## config.mk

```make
export PLATFORM = sky130hd
export DESIGN_NAME = mul_seq_flat
export DESIGN_NICKNAME = d
export VERILOG_FILES = /design/src/rtl/mul_seq_if.sv /design/src/rtl/mul_seq.sv /design/src/flat_wrapper.sv
export SDC_FILE = /design/constraint.sdc
export NUM_CORES = 1
export LEC_CHECK = 0
export BUFFER_PORTS_ARGS = -buffer_cell sky130_fd_sc_hd__buf_2
export CAP_MARGIN = 40
export CORE_UTILIZATION = 35
export CTS_CLUSTER_SIZE = 12
export DETAILED_ROUTE_END_ITERATION = 10
export PLACE_DENSITY = 0.58
export SKIP_CTS_REPAIR_TIMING = 1
export SLEW_MARGIN = 20
export SYNTH_ARGS = -nofsm -noshare
export SYNTH_HDL_FRONTEND = slang
export SYNTH_SLANG_ARGS = --single-unit
```

## constraint.sdc

```tcl
create_clock -name clk -period 6.8 [get_ports clk]
set_clock_uncertainty 0.1 [all_clocks]
set_input_delay 0.34 -clock clk [delete_from_list [all_inputs] [get_ports clk]]
set_output_delay 0.34 -clock clk [all_outputs]
set_load 0.02 [all_outputs]
```

## src/rtl/mul_seq_if.sv

```systemverilog
// Start/ready handshake and result bus for mul_seq.
// master: drives start, a, b, mode; observes ready, done, product, tz.
// slave : the multiplier side.
interface mul_seq_if #(
  parameter int unsigned WIDTH = 4
) ();
  localparam int unsigned CW = $clog2(WIDTH + 1);
  localparam int unsigned PW = 2 * WIDTH;

  logic             start;
  logic [WIDTH-1:0] a;
  logic [WIDTH-1:0] b;
  logic             mode;
  logic             ready;
  logic             done;
  logic [PW-1:0]    product;
  logic [CW-1:0]    tz;

  modport master (
    output start, a, b, mode,
    input  ready, done, product, tz
  );

  modport slave (
    input  start, a, b, mode,
    output ready, done, product, tz
  );
endinterface

```

## src/rtl/mul_seq.sv

```systemverilog
// Sequential unsigned multiplier with a single-cycle shift mode.
// Ports:
//   clk  - rising-edge clock
//   rst  - asynchronous active-high reset
//   bus  - mul_seq_if.slave: start/a/b/mode in; ready/done/product/tz out
// mode 0: shift-and-add, one multiplier bit per cycle, done WIDTH cycles
//         after accept. mode 1: product = a << b, done the next cycle.
// tz reports the trailing-zero count of the accepted a (WIDTH when a = 0).
module mul_seq #(
  parameter int unsigned WIDTH = 4
) (
  input logic     clk,
  input logic     rst,
  mul_seq_if.slave bus
);
  localparam int unsigned PW   = 2 * WIDTH;
  localparam int unsigned CW   = $clog2(WIDTH + 1);
  localparam int unsigned CNTW = $clog2(WIDTH);

  typedef enum logic {IDLE, RUN} state_t;

  state_t            state_q, state_d;
  logic [PW-1:0]     mcand_q, mcand_d;
  logic [WIDTH-1:0]  mplier_q, mplier_d;
  logic [PW-1:0]     acc_q, acc_d;
  logic [CNTW-1:0]   cnt_q, cnt_d;
  logic [CW-1:0]     tz_lat_q, tz_lat_d;
  logic [PW-1:0]     product_q, product_d;
  logic [CW-1:0]     tz_q, tz_d;
  logic              done_q, done_d;
  logic [PW-1:0]     acc_sum_c;

  // Trailing-zero count; scanning from the MSB leaves the lowest set bit.
  function automatic logic [CW-1:0] tz_count(input logic [WIDTH-1:0] v);
    logic [CW-1:0] n;
    n = CW'(WIDTH);
    for (int i = WIDTH - 1; i >= 0; i--) begin
      if (v[i]) n = CW'(i);
    end
    return n;
  endfunction

  // State and datapath registers.
  always_ff @(posedge clk or posedge rst) begin
    if (rst) begin
      state_q   <= IDLE;
      mcand_q   <= '0;
      mplier_q  <= '0;
      acc_q     <= '0;
      cnt_q     <= '0;
      tz_lat_q  <= '0;
      product_q <= '0;
      tz_q      <= '0;
      done_q    <= 1'b0;
    end else begin
      state_q   <= state_d;
      mcand_q   <= mcand_d;
      mplier_q  <= mplier_d;
      acc_q     <= acc_d;
      cnt_q     <= cnt_d;
      tz_lat_q  <= tz_lat_d;
      product_q <= product_d;
      tz_q      <= tz_d;
      done_q    <= done_d;
    end
  end

  // Accumulator including the current iteration's conditional add.
  assign acc_sum_c = acc_q + (mplier_q[0] ? mcand_q : '0);

  // Next-state and datapath control.
  always_comb begin
    state_d   = state_q;
    mcand_d   = mcand_q;
    mplier_d  = mplier_q;
    acc_d     = acc_q;
    cnt_d     = cnt_q;
    tz_lat_d  = tz_lat_q;
    product_d = product_q;
    tz_d      = tz_q;
    done_d    = 1'b0;
    unique case (state_q)
      IDLE: begin
        if (bus.start) begin
          tz_lat_d = tz_count(bus.a);
          if (bus.mode) begin
            // Widen before shifting so bits up to PW-1 survive.
            product_d = PW'({{WIDTH{1'b0}}, bus.a} << bus.b);
            tz_d      = tz_count(bus.a);
            done_d    = 1'b1;
          end else begin
            acc_d    = '0;
            mcand_d  = PW'(bus.a);
            mplier_d = bus.b;
            cnt_d    = '0;
            state_d  = RUN;
          end
        end
      end
      RUN: begin
        acc_d    = acc_sum_c;
        mcand_d  = mcand_q << 1;
        mplier_d = mplier_q >> 1;
        cnt_d    = CNTW'(cnt_q + 1'b1);
        if (cnt_q == CNTW'(WIDTH - 1)) begin
          product_d = acc_sum_c;
          tz_d      = tz_lat_q;
          done_d    = 1'b1;
          cnt_d     = '0;
          state_d   = IDLE;
        end
      end
      default: state_d = IDLE;
    endcase
  end

  assign bus.ready   = (state_q == IDLE);
  assign bus.done    = done_q;
  assign bus.product = product_q;
  assign bus.tz      = tz_q;
endmodule

```

## src/flat_wrapper.sv

```systemverilog
// flat-port wrapper written by rule: the top's interface ports become plain ports
module mul_seq_flat 
#(
  parameter int unsigned WIDTH = 4
)
  (clk, rst, bus_start, bus_a, bus_b, bus_mode, bus_ready, bus_done, bus_product, bus_tz);
  mul_seq_if #(.WIDTH(WIDTH)) bus_i ();
  input logic clk;
  input logic rst;
  input wire logic [$bits(bus_i.start)-1:0] bus_start;
  input wire logic [$bits(bus_i.a)-1:0] bus_a;
  input wire logic [$bits(bus_i.b)-1:0] bus_b;
  input wire logic [$bits(bus_i.mode)-1:0] bus_mode;
  output wire logic [$bits(bus_i.ready)-1:0] bus_ready;
  output wire logic [$bits(bus_i.done)-1:0] bus_done;
  output wire logic [$bits(bus_i.product)-1:0] bus_product;
  output wire logic [$bits(bus_i.tz)-1:0] bus_tz;
  assign bus_i.start = bus_start;
  assign bus_i.a = bus_a;
  assign bus_i.b = bus_b;
  assign bus_i.mode = bus_mode;
  assign bus_ready = bus_i.ready;
  assign bus_done = bus_i.done;
  assign bus_product = bus_i.product;
  assign bus_tz = bus_i.tz;
  mul_seq #(.WIDTH(WIDTH)) u_core (.clk(clk), .rst(rst), .bus(bus_i));
endmodule
```

**After elaboration in Yosys (flattened, before gate mapping)**

Cells that the tools add are included.

- Add/sub/neg operators: 2
- Eq/ne operators: 5
- Shifts and indexed selects: 1
- Mux-type cells: 34
- Bitwise operators: 1
- Reduce and logical (&&, ||, !) cells: 3

Operators by type and width:

| kind | count |
|---|---|
| 2-to-1 mux 8 bit | 8 |
| one-hot mux 8 bit (2 select lines) | 3 |
| 2-to-1 mux 3 bit | 7 |
| adder 8 bit | 1 |
| 2-to-1 mux 4 bit | 2 |
| != test 2 bit, second input constant | 4 |
| one-hot mux 4 bit (2 select lines) | 1 |
| left shift 4 x 4 -> 8 bit | 1 |
| 2-to-1 mux 1 bit | 6 |
| 2-to-1 mux 2 bit | 3 |
| one-hot mux 3 bit (2 select lines) | 1 |
| one-hot mux 1 bit (2 select lines) | 2 |
| one-hot mux 2 bit (2 select lines) | 1 |
| AND reduction 2 bit | 2 |
| AND reduction 3 bit | 1 |
| adder 2 x 1 -> 2 bit, second input constant | 1 |
| == test 2 bit, second input constant | 1 |
| NOT 1 bit | 1 |

- Register bits: 38
- Input bits: 12
- Output and inout bits: 13
- Logic and storage cells: 55

**Logic depth before layout (Yosys ltp)**

- Depth after elaboration: 7
- Gate-level depth with buffers: 7
- Depth with buffers taken out: 7

**Least setup slack after synthesis**

OpenSTA, ideal clock, no wires.

- Path kind: register to register
- Start: register u_core.mplier_q[0]
- End: register u_core.product_q[6] (netlist: u_core.bus.product[6])
- Library setup time: 134 ps
- Data arrival time: 2003 ps
- Required time: 6566 ps
- Slack: 4563 ps
- Cell stages (with the launch flop): 8
- Buffers on the path: 0
- Period minus slack after synthesis: 2237 ps
- Path through: dfrtp_1 -> and2_1 -> ha_1 -> fa_1 -> a211oi_1 -> nor4_1 -> nor4_2 -> a31oi_1

- Word-level cells in the longest chain between the ends: 4

Ends and longest elaborated chain:

| element | RTL line | text |
|---|---|---|
| start, declared | mul_seq.sv:24 | `logic [WIDTH-1:0] mplier_q, mplier_d;` |
| start signal, assigned | mul_seq.sv:58 | `mplier_q <= mplier_d;` |
| 2-to-1 mux 8 bit | mul_seq.sv:69 | `assign acc_sum_c = acc_q + (mplier_q[0] ? mcand_q : '0);` |
| adder 8 bit | mul_seq.sv:69 |  |
| 2-to-1 mux 8 bit | mul_seq.sv:105 | `if (cnt_q == CNTW'(WIDTH - 1)) begin` |
| one-hot mux 8 bit (2 select lines) | mul_seq.sv:82 | `unique case (state_q)` |
| end signal, assigned | mul_seq.sv:62 | `product_q <= product_d;` |
| end, declared | mul_seq.sv:28 | `logic [PW-1:0] product_q, product_d;` |

Every way passes these cells. The select of a mux whose other input is x is not followed.
A chain may end at the register's enable or synchronous reset.

**Worst setup path in the final report**

Ends and elaborated chain as after synthesis.

==> flow_summary.json <==
{
  "cap_violations": 0,
  "max_freq_mhz": 407,
  "viasPerCell": 5.30,
  "grt_util_all_layers": 0.168,
  "yosysSeqAreaShare": 0.439,
  "p_sw_mw": 0.428,
  "wirelength_um": 5040,
  "cts.sinks": 38,
  "slew_headroom": 0.595,
  "synth.distinct_cells": 45,
  "grt_max_degree": 53,
  "status": "completed",
  "hold_path.class": "input pin to asynchronous set/reset pin",
  "start_util": 0.364,
  "cts_max_level": 2,
  "syn-instance-count": 234,
  "p_leak_nw": 1.14,
  "dieArea_um2": 6510,
  "yosysWarnings": 0,
  "place_hpwl_um": 3590,
  "pwr-share-seq": 0.367,
  "syn_nets": 255,
  "synth_edf_count": 0,
  "totalNegativeSetupSlack_ns": 0,
  "place_congestion": 0.771,
  "fin_hold_ws_ns": 0.0598,
  "cpMaxStageDelayCell": "dfrtp_1",
  "vias": 1765,
  "drt_iter0_drc": 97,
  "path_clk_slew_ns": 0.08,
  "p_sw_frac": 0.408,
  "cts_buffer_depth": 2,
  "rsz0062_at_grt": "no",
  "cts_tree": "built",
  "antenna_left": 0,
  "slew_violations": 0,
  "hold_viol_final": 0,
  "antenna_found_initial": 0,
  "synthTopCellsByArea": "dfrtp_1 (44%), nand2_1 (8.0%), mux2i_1 (5.5%)",
  "firstDrtPassIters": 4,
  "synthesis.area_um2": 2170,
  "p_int_mw": 0.620,
  "clock_latency_ns": 0.29,
  "drc": 0,
  "netlist_top_cells_count": "nand2_1 (46), dfrtp_1 (38), o21ai_0 (19)",
  "grt_pass1_wl_um": 8060,
  "routedWlPerCell_um": 15.1,
  "worst_pin_slew_ns": 0.606,
  "fp-row-count": 28,
  "p_clk_frac": 0.189,
  "layout-drive-gt1-share": 0.151,
  "post-route-min-period_ns": 2.46,
  "arrival_ns": 2.52,
  "crit_type": "flip-flop to flip-flop",
  "async_flop_share": 1.00,
  "cpPeakStageDelay_ns": 0.45,
  "critPathCaptureType": "flip-flop",
  "n_antenna_cell": 0,
  "finish.utilization": 0.415,
  "nets": 279,
  "comb_power_share": 0.444,
  "powerDensity_nw_per_um2": 425,
  "synth_top_area_cell": "dfrtp_1",
  "die_h_um": 80.7,
  "setup_slack_ns": 4.34,
  "setup_viol": 0,
  "cp_top_family": "adder cells",
  "grt_pass1_vias": 1607,
  "cts_made_buffers": 5,
  "overflow": 0,
  "synth_seq_cells": 38,
  "synthToLayoutAreaGrowth_pct": 14.0,
  "synth_top_area_frac": 0.439,
  "coreArea_um2": 5960,
  "synth_ff_type": "dfrtp_1",
  "required_ns": 6.86,
  "min_period_over_period": 0.362,
  "portBuffers": 24,
  "die_w_um": 80.7,
  "io_pins": 25,
  "syn_avg_cell_area_um2": 9.26,
  "cp_cell_sequence": "and2_1, ha_1, fa_1, a211oi_1, nor4_1, nor4_2, a31oi_1",
  "worstPathMaxFanout": 9,
  "worst_setup_path_start_kind": "flip-flop",
  "cts_root_buffer": "clkbuf_8",
  "ir_worst_vdd_mv": 0.255,
  "yosysMostFrequentCell": "nand2_1",
  "cp.buffers_inverters": 0,
  "pre_cts_slack_ns": 4.38
}
cells in the final DEF, fill, tap and decap left out, drive strengths merged, types with 3 or more instances in the layout:
cell type	instances
and2	7
o211ai	4
dfrtp	38
nor2	16
mux2i	12
clkbuf	6
o21ai	20
nor3	3
a211o	3
nand2b	6
a21oi	13
a31oi	4
ha	8
o22ai	4
inv	3
nand2	46
buf	28
o21a	3
nor4	3
per-layer routing:
layer,global-route usage,vias up,part of all wire
li1,-,889,-
met1,0.240,838,0.50
met2,0.246,33,0.45
met3,0.0364,5,0.039
met4,0.0589,0,0.012
met5,0,-,0
worst reg2reg max path: stages (launching register included):
cell      delay [ns]
dfrtp_1         0.45
and2_1          0.19
ha_1            0.22
fa_1            0.44
a211oi_1        0.38
nor4_1          0.12
nor4_2          0.31
a31oi_1         0.12
power by group through the flow:
stage	Sequential (mW)	Combinational [mW]	Clock [mW]
floorplan	0.418	0.309	0
CTS	0.387	0.468	0.203
global route	0.399	0.520	0.214
finish	0.385	0.466	0.198
global placement	0.389	0.453	0
detailed placement	0.390	0.467	0
path summary, 6_finish.rpt:
| check | start | end | slack, ns | cells past startpoint |
|---|---|---|---|---|
| max | u_core.mplier_q[0] | u_core.bus.product[6] | 4.34 | 7 |
| min | rst | u_core.tz_lat_q[0] | 0.06 | 3 |
| max reg2reg | u_core.mplier_q[0] | u_core.bus.product[6] | 4.34 | 7 |
| min reg2reg | u_core.mplier_q[2] | u_core.mplier_q[1] | 0.38 | 2 |
| max in group asynchronous | rst | u_core.bus.done | 6.20 | 3 |
| min in group clk | bus_a[0] | u_core.tz_lat_q[1] | 0.24 | 2 |
through the flow:
step	total power, mW	std cells	cell area [µm²]
CTS	1.06	333	2470
floorplan	0.727	234	2170
finish	1.05	333	2470
global route	1.13	333	2470
detailed placement	0.858	326	2360
global placement	0.842	324	2330
state kept, by name, summed over array words and instances, names as in the netlist:
register and flops:
u_core.acc_q 8, u_core.state_q 1, u_core.bus.done 1, u_core.mplier_q 4
u_core.bus.tz 3, u_core.tz_lat_q 3, u_core.cnt_q 2, u_core.mcand_q 8
u_core.bus.product 8
cells by family after synthesis:
logic type / share of synthesized area
buf+inv: 0.0335
fa+ha+maj: 0.0554
compound gates: 0.193
mux: 0.0658
xor+xnor: 0.00808
simple gates: 0.205
flops: 0.439
final cells by class:
cell class                 count  area [µm²]
tap                           75        93.8
clock inverter                 1        30.0
timing repair buffer          28         158
inverter                       3        11.3
fill                         599        3490
clock buffer                   6        82.6
sequential                    38         951
multi-input combinational    182        1140
Note: power is estimated with default switching activity, not from simulation.
